===== src/rtl/spi_rx_collector_if.sv =====
// Stream and status bundle between the SPI slave receive stage, the collector and the system side.
// The slave modport is the collector's view; master is the surrounding logic.
interface spi_rx_collector_if #(
  parameter int DW    = 12,
  parameter int DEPTH = 8,
  parameter int CNT_W = 16
);
  logic                       done;
  logic [DW-1:0]              dout;
  logic [DW-1:0]              m_data;
  logic                       m_valid;
  logic                       m_ready;
  logic [$clog2(DEPTH+1)-1:0] level;
  logic [CNT_W-1:0]           frame_cnt;
  logic                       overflow;
  logic                       clr_ovf;

  modport master (
    output done, dout, m_ready, clr_ovf,
    input  m_data, m_valid, level, frame_cnt, overflow
  );

  modport slave (
    input  done, dout, m_ready, clr_ovf,
    output m_data, m_valid, level, frame_cnt, overflow
  );
endinterface


===== src/rtl/spi_rx_collector.sv =====
// Captures each completed SPI slave frame, resynchronises it into clk and buffers it
// in a small FIFO drained over valid/ready; tracks fill level, frame count and overflow.
module spi_rx_collector #(
  parameter int DW    = 12,
  parameter int DEPTH = 8,
  parameter int CNT_W = 16
) (
  input logic                clk,
  input logic                rst,
  spi_rx_collector_if.slave  bus
);
  localparam int AW = $clog2(DEPTH);
  localparam int LW = $clog2(DEPTH+1);

  logic          d1, d2, done_prev;
  logic [DW-1:0] q1, q2;
  logic [DW-1:0] mem [DEPTH];
  logic [AW-1:0] wr_ptr, rd_ptr;
  logic [LW-1:0] level_q;
  logic [CNT_W-1:0] cnt_q;
  logic          ovf_q;
  logic          capture, pop, push;

  // done and dout share the same two-stage chain so the captured word matches the flag
  always_ff @(posedge clk or negedge rst) begin
    if (!rst) begin
      d1        <= 1'b0;
      d2        <= 1'b0;
      done_prev <= 1'b0;
      q1        <= '0;
      q2        <= '0;
    end else begin
      d1        <= bus.done;
      d2        <= d1;
      done_prev <= d2;
      q1        <= bus.dout;
      q2        <= q1;
    end
  end

  assign capture = d2 & ~done_prev;
  assign pop     = bus.m_valid & bus.m_ready;
  assign push    = capture & ((level_q < LW'(DEPTH)) | pop);

  always_ff @(posedge clk or negedge rst) begin
    if (!rst) begin
      for (int i = 0; i < DEPTH; i++) mem[i] <= '0;
      wr_ptr <= '0;
      rd_ptr <= '0;
    end else begin
      if (push) begin
        mem[wr_ptr] <= q2;
        wr_ptr      <= wr_ptr + AW'(1);
      end
      if (pop) rd_ptr <= rd_ptr + AW'(1);
    end
  end

  always_ff @(posedge clk or negedge rst) begin
    if (!rst) begin
      level_q <= '0;
      cnt_q   <= '0;
      ovf_q   <= 1'b0;
    end else begin
      case ({push, pop})
        2'b10:   level_q <= level_q + LW'(1);
        2'b01:   level_q <= level_q - LW'(1);
        default: level_q <= level_q;
      endcase
      if (push) cnt_q <= cnt_q + CNT_W'(1);
      // a drop in the same cycle as a clear keeps the flag set
      if (capture & ~push)   ovf_q <= 1'b1;
      else if (bus.clr_ovf)  ovf_q <= 1'b0;
    end
  end

  assign bus.m_data    = mem[rd_ptr];
  assign bus.m_valid   = (level_q != '0);
  assign bus.level     = level_q;
  assign bus.frame_cnt = cnt_q;
  assign bus.overflow  = ovf_q;
endmodule

===== src/flat_wrapper.sv =====
// flat-port wrapper written by rule: the top's interface ports become plain ports
module spi_rx_collector_flat 
#(
  parameter int DW    = 12,
  parameter int DEPTH = 8,
  parameter int CNT_W = 16
)
  (clk, rst, bus_done, bus_dout, bus_m_ready, bus_clr_ovf, bus_m_data, bus_m_valid, bus_level, bus_frame_cnt, bus_overflow);
  spi_rx_collector_if #(.DW(DW), .DEPTH(DEPTH), .CNT_W(CNT_W)) bus_i ();
  input logic clk;
  input logic rst;
  input wire logic [$bits(bus_i.done)-1:0] bus_done;
  input wire logic [$bits(bus_i.dout)-1:0] bus_dout;
  input wire logic [$bits(bus_i.m_ready)-1:0] bus_m_ready;
  input wire logic [$bits(bus_i.clr_ovf)-1:0] bus_clr_ovf;
  output wire logic [$bits(bus_i.m_data)-1:0] bus_m_data;
  output wire logic [$bits(bus_i.m_valid)-1:0] bus_m_valid;
  output wire logic [$bits(bus_i.level)-1:0] bus_level;
  output wire logic [$bits(bus_i.frame_cnt)-1:0] bus_frame_cnt;
  output wire logic [$bits(bus_i.overflow)-1:0] bus_overflow;
  assign bus_i.done = bus_done;
  assign bus_i.dout = bus_dout;
  assign bus_i.m_ready = bus_m_ready;
  assign bus_i.clr_ovf = bus_clr_ovf;
  assign bus_m_data = bus_i.m_data;
  assign bus_m_valid = bus_i.m_valid;
  assign bus_level = bus_i.level;
  assign bus_frame_cnt = bus_i.frame_cnt;
  assign bus_overflow = bus_i.overflow;
  spi_rx_collector #(.DW(DW), .DEPTH(DEPTH), .CNT_W(CNT_W)) u_core (.clk(clk), .rst(rst), .bus(bus_i));
endmodule

===== config.mk =====
export PLATFORM = sky130hd
export DESIGN_NAME = spi_rx_collector_flat
export DESIGN_NICKNAME = d
export VERILOG_FILES = /design/src/rtl/spi_rx_collector_if.sv /design/src/rtl/spi_rx_collector.sv /design/src/flat_wrapper.sv
export SDC_FILE = /design/constraint.sdc
export NUM_CORES = 1
export LEC_CHECK = 0
export ABC_CLOCK_PERIOD_IN_PS = 3200
export BUFFER_PORTS_ARGS = -buffer_cell sky130_fd_sc_hd__buf_4
export CAP_MARGIN = 20
export CORE_ASPECT_RATIO = 0.5
export CORE_MARGIN = 5
export CORE_UTILIZATION = 46
export CTS_BUF_LIST = sky130_fd_sc_hd__clkbuf_8
export CTS_CLUSTER_DIAMETER = 120
export CTS_CLUSTER_SIZE = 20
export DETAILED_ROUTE_END_ITERATION = 12
export PLACE_DENSITY = 0.74
export SYNTH_ARGS = -nofsm -noshare
export SYNTH_HDL_FRONTEND = slang
export SYNTH_SLANG_ARGS = --single-unit

===== constraint.sdc =====
create_clock -name clk -period 3.2 [get_ports clk]
set_clock_uncertainty 0.05 [all_clocks]
set_input_delay 0 -clock clk [delete_from_list [all_inputs] [get_ports clk]]
set_output_delay 0 -clock clk [all_outputs]
set_load 0.005 [all_outputs]

==> metrics.md <==
| Metric | Value |
|---|---|
| Hold Violations, Final | `0` |
| I/O Buffers | `50` |
| Initial antenna violation count | `0` |
| Main synth FF type | `dfrtp_1` |
| Post-route ant nets | `0` |
| Kind of end point of the critical path | `register` |
| Initial Utilization | `47.1%` |
| Die ar. | `16500 um^2` |
| Final nets | `502` |
| Count of clock tree sinks | `150` |
| FFs w/ async S/R, synth | `100%` |
| Drt first pass iters | `4` |
| RD Place Congestion | `0.753` |
| Post-Layout Cell Count | `683` |
| Status | `complete, no violations` |
| I/O pin count | `51` |
| Max cap viols | `0` |
| Post-synthesis sequential element count | `150` |
| Maximum root-to-sink buffer count | `2` |
| Cell variety after synth | `39` |
| Largest cells by area after synthesis | `dfrtp_1, mux2_2, mux4_2` |
| Number of flops mapped to enable cells by yosys | `0` |
| Worst setup SP type | `register` |
| Peak Freq | `0.378 GHz` |
| CTS tree | `yes` |
| Yosys top cell by area | `dfrtp_1` |
| Fin. max-slew vios | `0` |
| WS Path Type | `reg2reg` |
| Global Route Usage Sum | `15.4%` |
| FF-to-FF path depth | `9` |
| Share of cells above drive strength 1 | `47.5%` |
| Placed cells | `634` |
| VDD IR max | `0.323 mV` |
| Top post-synthesis cells by count | `dfrtp_1, mux2_2, mux4_2` |
| Unrepaired setup endpoints after global routing | `no` |
| Hold Path Class | `in2async` |
| Post-synth top area share | `58.8%` |
| Mapped Nets | `426` |
| Seq/Total Area, Yosys | `58.8%` |
| Final TNS setup | `0 ns` |
| Synthesis-to-layout area growth | `17.9%` |
| # setup viols final | `0` |
| CTS H-Tree Depth | `4` |
| Horiz. Die Dim | `177 um` |
| CTS buffer count | `17` |
| Filler instances | `1097` |
| Clock transition at path regs | `0.09 ns` |
| WL final | `11.4 mm` |
| Avg WL per Cell | `16.7 um` |
| Final min period | `2.65 ns` |
| Antenna fix cells | `0` |
| Hold-fix buffers, CTS | `17` |
| Vias | `3470` |
| Core Region | `13600 um^2` |
| Root buffer cell | `clkbuf_8` |
| Grt ovf | `0` |
| Crit Path Max Fanout | `8` |
| DR vias/cell | `5.08` |
| Design Power | `6800 uW` |
| Syn avg cell area | `15.9 um^2` |
| Cells after Synth | `402` |
| Initial DRC count | `177` |
| Post-CTS Resized | `0` |
| Worst endpoint data arrival time | `2.91 ns` |
| Post-route cell area | `7530 um^2` |
| Post-Syn Area | `6380 um^2` |
| Leak pwr | `0.00334 uW` |
| DRC viols | `0` |
| Largest net degree at the start of global routing | `79` |
| Worst slew pin tran | `0.819 ns` |
| Worst-Skew Late Latency | `0.45 ns` |
| Most numerous cell in the Yosys netlist | `dfrtp_1` |
| Die H | `93.3 um` |
| Crit share post-route | `82.7%` |
| First-pass GRT wire length | `19.4 mm` |
| Vias in the first global route | `3687` |
| Worst Path Required | `3.46 ns` |
| Post-CTS setup buffers | `0` |
| Hpwl dp | `7.15 mm` |
| Number of synthesis warnings | `0` |
| Placed Area | `6980 um^2` |
| PwrDens | `904 nW/um^2` |
| Headroom to the max-slew limit | `45.2%` |
| Row count | `30` |
[logic make-up (layout without fill, tap and decap cells)]
family          count (synthesis)  count (layout)  synth area share (%)
xor+xnor                       21              21                  2.88
buf+inv                        28             117                  2.31
simple gates                   56              56                  6.08
fa+ha+maj                       7               7                  1.49
compound gates                  6               6                 0.549
flops                         150             150                  58.8
mux                           134             134                  27.9
[flip-flops by register name, summed over array words and instances (netlist names)]
name / flops
u_core.d1: 1
u_core.rd_ptr: 3
u_core.mem: 96
u_core.bus.level: 4
u_core.done_prev: 1
u_core.q2: 12
u_core.d2: 1
u_core.bus.frame_cnt: 16
u_core.q1: 12
u_core.wr_ptr: 3
u_core.bus.overflow: 1
[through the flow]
stage	hold WS [ns]	utilization, %	setup slack (ns)
global route	0.115	55.5	0.270
CTS	0.109	55.5	0.561
detailed placement	0.0408	51.5	0.588
global placement	0.0378	51.5	0.666
floorplan	-0.346	-	0.758
finish	0.0770	55.5	0.555
[path summary, 6_finish.rpt]
path,start,to,slack (ns)
setup / recovery,u_core.bus.level[0],u_core.bus.level[3],0.55
hold / removal,rst,u_core.mem[17],0.08
setup reg to reg,u_core.bus.level[0],u_core.bus.level[3],0.55
hold reg to reg,u_core.q1[9],u_core.q2[9],0.30
max in group asynchronous,rst,u_core.d1,2.19
min in group clk,bus_dout[5],u_core.q1[5],0.14
[worst max-delay path, cell delays in order (launching register included)]
cell and delay [ns]:
dfrtp_1 0.44, or4_1 0.58, nand2_1 0.16, inv_1 0.06
ha_1 0.26, ha_1 0.34, inv_1 0.07, nor4_1 0.28
nand4b_1 0.15, o311ai_0 0.12
[report_power, final]
group	internal [uW]	switching [uW]
combinational	1530	826
sequential	2570	472
clock	632	777
total	4730	2080
[final cells by class]
type	instances	area [um^2]	area share, %
multi-input combinational	224	2480	33.0
sequential	150	3750	49.9
clock inverter	15	146	1.95
inverter	8	35.0	0.466
timing repair buffer	77	637	8.46
clock buffer	17	234	3.11
tap	192	240	3.19
[routing by layer]
| metal | up-vias | track usage, % | share of wire (%) |
|---|---|---|---|
| li1 | 1612 | - | - |
| met1 | 1800 | 22.0 | 50 |
| met2 | 47 | 23.0 | 46 |
| met3 | 11 | 3.88 | 3.4 |
| met4 | 0 | 5.60 | 1.3 |
| met5 | - | 0 | 0 |
[cell usage in the layout (no fill, tap or decap), types with 2 or more instances in the layout]
cell type	netlist	final
and3_1	2	2
and4_1	2	2
buf_4	3	58
clkbuf_8	0	17
clkinvlp_4	0	6
dfrtp_1	150	150
dlygate4sd3_1	0	17
ha_1	6	6
inv_1	7	7
inv_6	1	5
inv_8	0	2
mux2_2	109	109
mux4_2	24	24
nand2_1	17	17
nand3_1	8	8
nand4_1	5	5
nand4b_1	3	3
nor2_1	2	2
nor3_1	3	3
nor4b_4	2	2
o21ai_0	3	3
xnor2_1	18	18
xor2_1	3	3
No activity file was read; power rests on OpenSTA's default activity.
